==> config.mk <==
export PLATFORM = sky130hd
export DESIGN_NAME = fetch_unit_flat
export DESIGN_NICKNAME = d
export VERILOG_FILES = /design/src/rtl/fetch_unit_if.sv /design/src/rtl/fetch_unit.sv /design/src/flat_wrapper.sv
export SDC_FILE = /design/constraint.sdc
export NUM_CORES = 1
export LEC_CHECK = 0
export ABC_CLOCK_PERIOD_IN_PS = 4040
export CORE_MARGIN = 2
export CORE_UTILIZATION = 42
export CTS_CLUSTER_SIZE = 10
export DETAILED_ROUTE_END_ITERATION = 6
export SLEW_MARGIN = 20
export SYNTH_ARGS = -nofsm -noshare
export SYNTH_HDL_FRONTEND = slang
export SYNTH_SLANG_ARGS = --single-unit
==> constraint.sdc <==
create_clock -name clk -period 4.04 [get_ports clk]
set_input_delay 0.404 -clock clk [delete_from_list [all_inputs] [get_ports clk]]
set_output_delay 0.404 -clock clk [all_outputs]
set_load 0.02 [all_outputs]
==> src/rtl/fetch_unit_if.sv <==
// Handshake bundle between the fetch stage, instruction memory, decode and branch resolution.
// master = fetch unit side, slave = the environment around it.
interface fetch_unit_if;
  logic        imem_req_valid;
  logic        imem_req_ready;
  logic [31:0] imem_req_addr;
  logic        imem_rsp_valid;
  logic [31:0] imem_rsp_data;
  logic        if_valid;
  logic        if_ready;
  logic [31:0] if_pc;
  logic [31:0] if_instr;
  logic        redirect_valid;
  logic [31:0] redirect_pc;

  modport master (
    output imem_req_valid, imem_req_addr, if_valid, if_pc, if_instr,
    input  imem_req_ready, imem_rsp_valid, imem_rsp_data, if_ready,
           redirect_valid, redirect_pc
  );

  modport slave (
    input  imem_req_valid, imem_req_addr, if_valid, if_pc, if_instr,
    output imem_req_ready, imem_rsp_valid, imem_rsp_data, if_ready,
           redirect_valid, redirect_pc
  );
endinterface

==> src/rtl/fetch_unit.sv <==
// Instruction fetch: credit-limited in-order requests to imem, prefetch FIFO toward decode,
// redirect flush with a drop counter that discards stale in-flight responses.
module fetch_unit #(
  parameter logic [31:0] RESET_PC = 32'h0000_0000,
  parameter int          DEPTH    = 4,
  parameter int          CNT_W    = $clog2(DEPTH + 1)
) (
  input  logic          clk,
  input  logic          reset,
  fetch_unit_if.master  bus
);

  localparam int PTR_W = (DEPTH > 1) ? $clog2(DEPTH) : 1;

  logic [31:0]      pc;
  logic [31:0]      rsp_pc;
  logic [CNT_W-1:0] count;
  logic [CNT_W-1:0] outstanding;
  logic [CNT_W-1:0] drop_cnt;
  logic [PTR_W-1:0] wr_ptr;
  logic [PTR_W-1:0] rd_ptr;
  logic [31:0]      pc_mem    [DEPTH];
  logic [31:0]      instr_mem [DEPTH];

  logic        credit_ok;
  logic        req_fire;
  logic        rsp_fire;
  logic        push;
  logic        pop;
  logic [31:0] target_pc;

  function automatic logic [PTR_W-1:0] ptr_inc(input logic [PTR_W-1:0] p);
    return (p == PTR_W'(DEPTH - 1)) ? '0 : p + PTR_W'(1);
  endfunction

  // Outstanding requests and buffered entries share one pool of DEPTH slots, so the FIFO never overflows.
  assign credit_ok = ((CNT_W+1)'(outstanding) + (CNT_W+1)'(count)) < (CNT_W+1)'(DEPTH);

  assign bus.imem_req_valid = !reset && !bus.redirect_valid && credit_ok;
  assign bus.imem_req_addr  = pc;
  assign req_fire           = bus.imem_req_valid && bus.imem_req_ready;

  // A response with nothing outstanding is a leftover from before reset.
  assign rsp_fire  = bus.imem_rsp_valid && (outstanding != '0);
  assign push      = rsp_fire && (drop_cnt == '0) && !bus.redirect_valid;

  assign bus.if_valid = (count != '0) && !bus.redirect_valid;
  assign bus.if_pc    = (count != '0) ? pc_mem[rd_ptr]    : '0;
  assign bus.if_instr = (count != '0) ? instr_mem[rd_ptr] : '0;
  assign pop          = bus.if_valid && bus.if_ready;

  assign target_pc = bus.redirect_pc & ~32'h3;

  always_ff @(posedge clk or posedge reset) begin
    if (reset) begin
      pc          <= RESET_PC;
      rsp_pc      <= RESET_PC;
      count       <= '0;
      outstanding <= '0;
      drop_cnt    <= '0;
      wr_ptr      <= '0;
      rd_ptr      <= '0;
    end else begin
      outstanding <= outstanding + CNT_W'(req_fire) - CNT_W'(rsp_fire);
      if (bus.redirect_valid) begin
        pc       <= target_pc;
        rsp_pc   <= target_pc;
        count    <= '0;
        wr_ptr   <= '0;
        rd_ptr   <= '0;
        // Everything still in flight after this edge belongs to the old stream.
        drop_cnt <= outstanding - CNT_W'(rsp_fire);
      end else begin
        if (req_fire)
          pc <= pc + 32'd4;
        if (rsp_fire && (drop_cnt != '0))
          drop_cnt <= drop_cnt - CNT_W'(1);
        if (push) begin
          wr_ptr <= ptr_inc(wr_ptr);
          rsp_pc <= rsp_pc + 32'd4;
        end
        if (pop)
          rd_ptr <= ptr_inc(rd_ptr);
        count <= count + CNT_W'(push) - CNT_W'(pop);
      end
    end
  end

  always_ff @(posedge clk) begin
    if (push) begin
      pc_mem[wr_ptr]    <= rsp_pc;
      instr_mem[wr_ptr] <= bus.imem_rsp_data;
    end
  end

endmodule

==> src/flat_wrapper.sv <==
// flat-port wrapper written by rule: the top's interface ports become plain ports
module fetch_unit_flat 
#(
  parameter logic [31:0] RESET_PC = 32'h0000_0000,
  parameter int          DEPTH    = 4,
  parameter int          CNT_W    = $clog2(DEPTH + 1)
)
  (clk, reset, bus_imem_req_valid, bus_imem_req_addr, bus_if_valid, bus_if_pc, bus_if_instr, bus_imem_req_ready, bus_imem_rsp_valid, bus_imem_rsp_data, bus_if_ready, bus_redirect_valid, bus_redirect_pc);
  fetch_unit_if bus_i ();
  input  logic clk;
  input  logic reset;
  output wire logic [$bits(bus_i.imem_req_valid)-1:0] bus_imem_req_valid;
  output wire logic [$bits(bus_i.imem_req_addr)-1:0] bus_imem_req_addr;
  output wire logic [$bits(bus_i.if_valid)-1:0] bus_if_valid;
  output wire logic [$bits(bus_i.if_pc)-1:0] bus_if_pc;
  output wire logic [$bits(bus_i.if_instr)-1:0] bus_if_instr;
  input wire logic [$bits(bus_i.imem_req_ready)-1:0] bus_imem_req_ready;
  input wire logic [$bits(bus_i.imem_rsp_valid)-1:0] bus_imem_rsp_valid;
  input wire logic [$bits(bus_i.imem_rsp_data)-1:0] bus_imem_rsp_data;
  input wire logic [$bits(bus_i.if_ready)-1:0] bus_if_ready;
  input wire logic [$bits(bus_i.redirect_valid)-1:0] bus_redirect_valid;
  input wire logic [$bits(bus_i.redirect_pc)-1:0] bus_redirect_pc;
  assign bus_imem_req_valid = bus_i.imem_req_valid;
  assign bus_imem_req_addr = bus_i.imem_req_addr;
  assign bus_if_valid = bus_i.if_valid;
  assign bus_if_pc = bus_i.if_pc;
  assign bus_if_instr = bus_i.if_instr;
  assign bus_i.imem_req_ready = bus_imem_req_ready;
  assign bus_i.imem_rsp_valid = bus_imem_rsp_valid;
  assign bus_i.imem_rsp_data = bus_imem_rsp_data;
  assign bus_i.if_ready = bus_if_ready;
  assign bus_i.redirect_valid = bus_redirect_valid;
  assign bus_i.redirect_pc = bus_redirect_pc;
  fetch_unit #(.RESET_PC(RESET_PC), .DEPTH(DEPTH), .CNT_W(CNT_W)) u_core (.clk(clk), .reset(reset), .bus(bus_i));
endmodule
==> out/qor.yml, run 1 <==
detailed_routing:
  viasPerCell: 5.36
  vias: 7788
  drc: 0
  drt-initial-drc-count: 462
  ant_nets: 0
  wirelength_um: 28900
  wl_per_cell_um: 19.9
  first_pass_iters: 5
sta:
  setup_ws_ps: 789
  drv_slew: 0
  finalSetupTns_ps: 0
  hold_slack_ps: 248
  setup_viol: 0
  maxSlewHeadroom: 0.348
  max_freq_mhz: 308
  fin_crit_ps: 3250
  period_share: 0.805
  rsz0062_at_grt: "false"
  max_slew.worst_pin.slew_ps: 975
  hold_violations: 0
  finClkSkew_ps: 13.3
synthesis:
  syn_area_per_cell_sq_um: 15.9
  yosys.area.top_type: "edfxtp_1"
  syn-instance-count: 853
  ys_types: 47
  synth_adder_area_share: 0.0186
  yosysMostFrequentCell: "edfxtp_1"
  synth_area_sq_um: 13600
  synth-xor-area-share: 0.0271
  ys_seq_area_frac: 0.683
  synth_top_family_by_area: "multiplexers"
  synth.area.mux_share: 0.114
  yosys-top-cells-area: "edfxtp_1, dfrtp_1, mux4_2"
  synth_top_cells_by_count: "edfxtp_1, dfrtp_1, nor2b_1"
  yosysTopAreaCellShare: 0.548
  synth_compound_area_frac: 0.0376
  yosys.area_share.simple: 0.100
  yosys_warnings: 0
  ys.flop_type: "edfxtp_1"
  ys_ff_latch: 321
  synth_edf_count: 248
  async_reset_ff_frac: 0.227
power_and_ir_drop:
  powerDensity_nw_per_um2: 589
  p_leak_nw: 5.63
  finalPower_mw: 9.90
  max-vdd-ir-drop_uv: 400
finish:
  final_util: 0.530
  instances_no_fill: 1452
  antenna_cells: 0
  final_nets: 1122
  seq_area_sq_um: 9280
  nFillCells: 2626
  area_growth_pct: 23.9
  drive_above_1_share: 0.140
  design_area_sq_um: 16800
  multiInputGateArea_sq_um: 4070
clocking:
  post_cts_buffers: 0
  cts_tree: "yes"
  insertion_delay_ps: 510
  cts_htree_levels: 2
  clkTransAtPathRegs_ps: 60
  cts_made_buffers: 38
  cts_hold_buf: 0
  ctsRootBufferMaster: "clkbuf_16"
  clock_sinks: 321
  cts_resized: 0
  cts_buffer_depth: 3
worst_setup_path:
  worst_setup_path_end_kind: "output pin"
  reg2reg_slack_ps: 1040
  crit_arrival_ps: 2850
  startpoint_type: "flop"
  cp.required_ps: 3640
  critical_path_class: "reg -> out"
  cp_max_fo: 16
outcome:
  status: "finished clean"
global_route:
  antenna_found_initial: 0
  grt_max_degree: 64
  grt-ovfl-total: 0
  first_global_vias: 8037
  grt_usage: 0.176
  grt_pass1_wl_um: 45700
place:
  placed_area_sq_um: 15700
  preCtsSetupSlack_ps: 898
  gp_congestion: 0.827
  place_inst: 1395
  place_hpwl_um: 17700
  io_buffer_count: 161
min_path:
  min_path_type: "in -> async"
floorplan:
  die_x_um: 184
  fp-row-count: 65
  initial_core_util: 0.428
  coreArea_sq_um: 31700
  ioPinCount: 168
  die_h_um: 184
  fp.dieArea_sq_um: 33800
run:
  drv_cap: 0
layer usage:
metal | global-route usage | vias up | wire [um] | share of wire
met5 | 0 | - | 0 | 0
met3 | 0.0325 | 30 | 1530 | 0.053
li1 | - | 3614 | - | -
met1 | 0.252 | 3913 | 13300 | 0.46
met4 | 0.0445 | 0 | 464 | 0.016
met2 | 0.281 | 231 | 13500 | 0.47
logic make-up after synthesis:
kind of cell | Yosys count
xor+xnor | 42
simple gates | 251
compound gates | 80
other cells | 1
fa+ha+maj | 19
mux | 76
flops | 321
buf+inv | 63
sequential cells by signal, indices dropped and copies added, names as in the netlist:
| signal | flops |
|---|---|
| u_core.bus.imem_req_addr | 30 |
| u_core.wr_ptr | 2 |
| u_core.drop_cnt | 3 |
| u_core.pc_mem | 120 |
| u_core.instr_mem | 128 |
| u_core.outstanding | 3 |
| u_core.rsp_pc | 30 |
| u_core.count | 3 |
| u_core.rd_ptr | 2 |
critical path, cell delays in order, from the launching register on:
cell and delay [ps]:
dfrtp_4 610, buf_4 390, mux4_2 570, nor2b_1 140, clkdlybuf4s50_1 610
where the power goes:
part | internal, mW | total, mW | switching [mW]
Combinational | 1.38 | 2.87 | 1.49
Clock | 1.81 | 3.01 | 1.20
Sequential | 3.78 | 4.02 | 0.232
worst paths after layout:
| check | from | end | cells past startpoint |
|---|---|---|---|
| setup / recovery | u_core.rd_ptr[0]$_DFFE_PP0P_ | bus_if_pc[30] | 4 |
| hold / removal | reset | u_core.bus.imem_req_addr[3]$_DFFE_PP0P_ | 2 |
| setup reg to reg | u_core.outstanding[2]$_DFF_PP0_ | u_core.bus.imem_req_addr[16]$_DFFE_PP0P_ | 7 |
| hold reg to reg | u_core.drop_cnt[1]$_DFFE_PP0P_ | u_core.drop_cnt[1]$_DFFE_PP0P_ | 2 |
| max in group asynchronous | reset | u_core.rsp_pc[20]$_DFFE_PP0N_ | 4 |
| min in group clk | bus_redirect_pc[14] | u_core.rsp_pc[14]$_DFFE_PP0N_ | 3 |
final cells by class:
class,count,share of cell area
clock buffers,56,0.0636
flip-flops and latches,321,0.552
multi-input cells,472,0.242
repair buffers,178,0.108
well taps,402,0.0299
clock inverters,1,0.000521
inverters,22,0.00491
layout by cell type (no fill, tap or decap), drive strengths merged, types with 10 or more instances in the layout:
cell and instances:
xor2 13, mux4 62, nor3 17, clkbuf 56
edfxtp 248, nor2b 63, o21ai 35, mux2 10
dfrtp 73, nand2 52, nand4 19, nor2 28
o211ai 14, nand3 29, ha 17, clkdlybuf4s50 160
buf 18, xnor2 29, inv 22
(Power assumes the default switching activity.)
==> run 2, diff against run 1 <==
--- a/config.mk
+++ b/config.mk
@@ -5,7 +5,7 @@
 export SDC_FILE = /design/constraint.sdc
 export NUM_CORES = 1
 export LEC_CHECK = 0
-export ABC_CLOCK_PERIOD_IN_PS = 4040
+export ABC_CLOCK_PERIOD_IN_PS = 3200
 export CORE_MARGIN = 2
 export CORE_UTILIZATION = 42
 export CTS_CLUSTER_SIZE = 10
==> constraint.sdc (replaced) <==
create_clock -name clk -period 3.2 [get_ports clk]
set_input_delay 0.32 -clock clk [delete_from_list [all_inputs] [get_ports clk]]
set_output_delay 0.32 -clock clk [all_outputs]
set_load 0.02 [all_outputs]
==> out/qor.yml, run 2 (synthesis results as in run 1) <==
outcome:
  status: "finished clean"
power_and_ir_drop:
  p_leak_nw: 5.69
  powerDensity_nw_per_um2: 746
  max-vdd-ir-drop_uv: 652
global_route:
  first_global_vias: 8069
  grt-ovfl-total: 0
  grt_max_degree: 64
  antenna_found_initial: 0
  grt_usage: 0.176
  grt_pass1_wl_um: 45800
clocking:
  cts_tree: "yes"
  cts_buffer_depth: 3
  insertion_delay_ps: 510
  clkTransAtPathRegs_ps: 50
  cts_resized: 0
  cts_htree_levels: 2
  cts_hold_buf: 0
  clock_sinks: 321
  cts_made_buffers: 39
  post_cts_buffers: 0
  ctsRootBufferMaster: "clkbuf_16"
place:
  place_hpwl_um: 18100
  gp_congestion: 0.816
  place_inst: 1402
  io_buffer_count: 161
detailed_routing:
  ant_nets: 0
  wirelength_um: 29200
  drt-initial-drc-count: 472
  drc: 0
  wl_per_cell_um: 20.0
  vias: 7853
  viasPerCell: 5.38
  first_pass_iters: 5
floorplan:
  ioPinCount: 168
  die_h_um: 184
  fp.dieArea_sq_um: 33800
  fp-row-count: 65
  die_x_um: 184
  initial_core_util: 0.428
  coreArea_sq_um: 31700
min_path:
  min_path_type: "in -> async"
worst_setup_path:
  worst_setup_path_end_kind: "output pin"
  cp_max_fo: 13
  crit_arrival_ps: 2640
  cp.required_ps: 2880
  startpoint_type: "flop"
  critical_path_class: "reg -> out"
finish:
  final_nets: 1130
  largestRegisters: "u_core.instr_mem: 128 flops, u_core.pc_mem: 120 flops"
  area_growth_pct: 24.6
  drive_above_1_share: 0.146
  instances_no_fill: 1461
  antenna_cells: 0
  final_cell_mix: "edfxtp_1, clkdlybuf4s50_1, dfrtp_1"
  top_register: "u_core.instr_mem"
  mostFrequentLayoutCell: "edfxtp_1"
  largest_reg_flops: 128
sta:
  finClkSkew_ps: 16.8
  period_share: 0.926
  hold_violations: 0
  maxSlewHeadroom: 0.299
  finalSetupTns_ps: 0
  max_slew.worst_pin.slew_ps: 1050
  setup_viol: 0
  fin_crit_ps: 2960
  drv_slew: 0
  max_freq_mhz: 338
  rsz0062_at_grt: "false"
run:
  drv_cap: 0
[run 2: cell types whose count changed in the layout (fill, tap and decap cells not counted), sizes merged]
cell / delta
buf: +7
clkinv: +2
[run 2: critical path, stage by stage, from the launching register on]
cell and delay, ps:
dfrtp_4 590, buf_4 310, mux4_2 520, nor2b_1 160, clkdlybuf4s50_1 550
[run 2: per-stage QoR]
step / util / area (sq um) / power [mW] / hold slack [ps] / worst slack (ps)
CTS: 0.533 / 16900 / 12.8 / 248 / 172
global placement: 0.499 / 15800 / 8.89 / 531 / 275
global route: 0.533 / 16900 / 13.3 / 283 / 90.6
detailed placement: 0.499 / 15800 / 8.92 / 546 / 254
finish: 0.533 / 16900 / 12.6 / 242 / 238
floorplan: - / 13600 / 7.23 / 419 / 116
[run 2: metal layers]
metal | vias to the layer above | track usage | part of all wire
met5 | - | 0 | 0
met4 | 0 | 0.0480 | 0.018
met3 | 41 | 0.0321 | 0.051
met2 | 232 | 0.277 | 0.46
met1 | 3942 | 0.254 | 0.47
li1 | 3638 | - | -
[run 2: report_power, final]
group	internal (mW)	switching (mW)
Sequential	4.78	0.286
Clock	2.32	1.53
Combinational	1.79	1.91
Total	8.89	3.73
[run 2: area by class of cell]
| type | instances | area (sq um) |
|---|---|---|
| clock inverters | 3 | 18.8 |
| inverters | 22 | 82.6 |
| clock buffers | 56 | 1080 |
| multi-input cells | 472 | 4070 |
| well taps | 402 | 503 |
| repair buffers | 185 | 1890 |
| flip-flops and latches | 321 | 9280 |
| fillers | 2635 | 14800 |
[run 2: path summary, 6_finish.rpt]
check,slack [ps],startpoint,cells past startpoint,endpoint
hold reg to reg,560,u_core.drop_cnt[1]$_DFFE_PP0P_,2,u_core.drop_cnt[1]$_DFFE_PP0P_
max in group asynchronous,2260,reset,3,u_core.rd_ptr[0]$_DFFE_PP0P_
min in group clk,400,bus_redirect_valid,4,u_core.bus.imem_req_addr[2]$_DFFE_PP0P_
setup reg to reg,360,u_core.outstanding[2]$_DFF_PP0_,6,u_core.bus.imem_req_addr[28]$_DFFE_PP0P_
hold / removal,240,reset,2,u_core.bus.imem_req_addr[3]$_DFFE_PP0P_
setup / recovery,240,u_core.rd_ptr[0]$_DFFE_PP0P_,4,bus_if_instr[1]
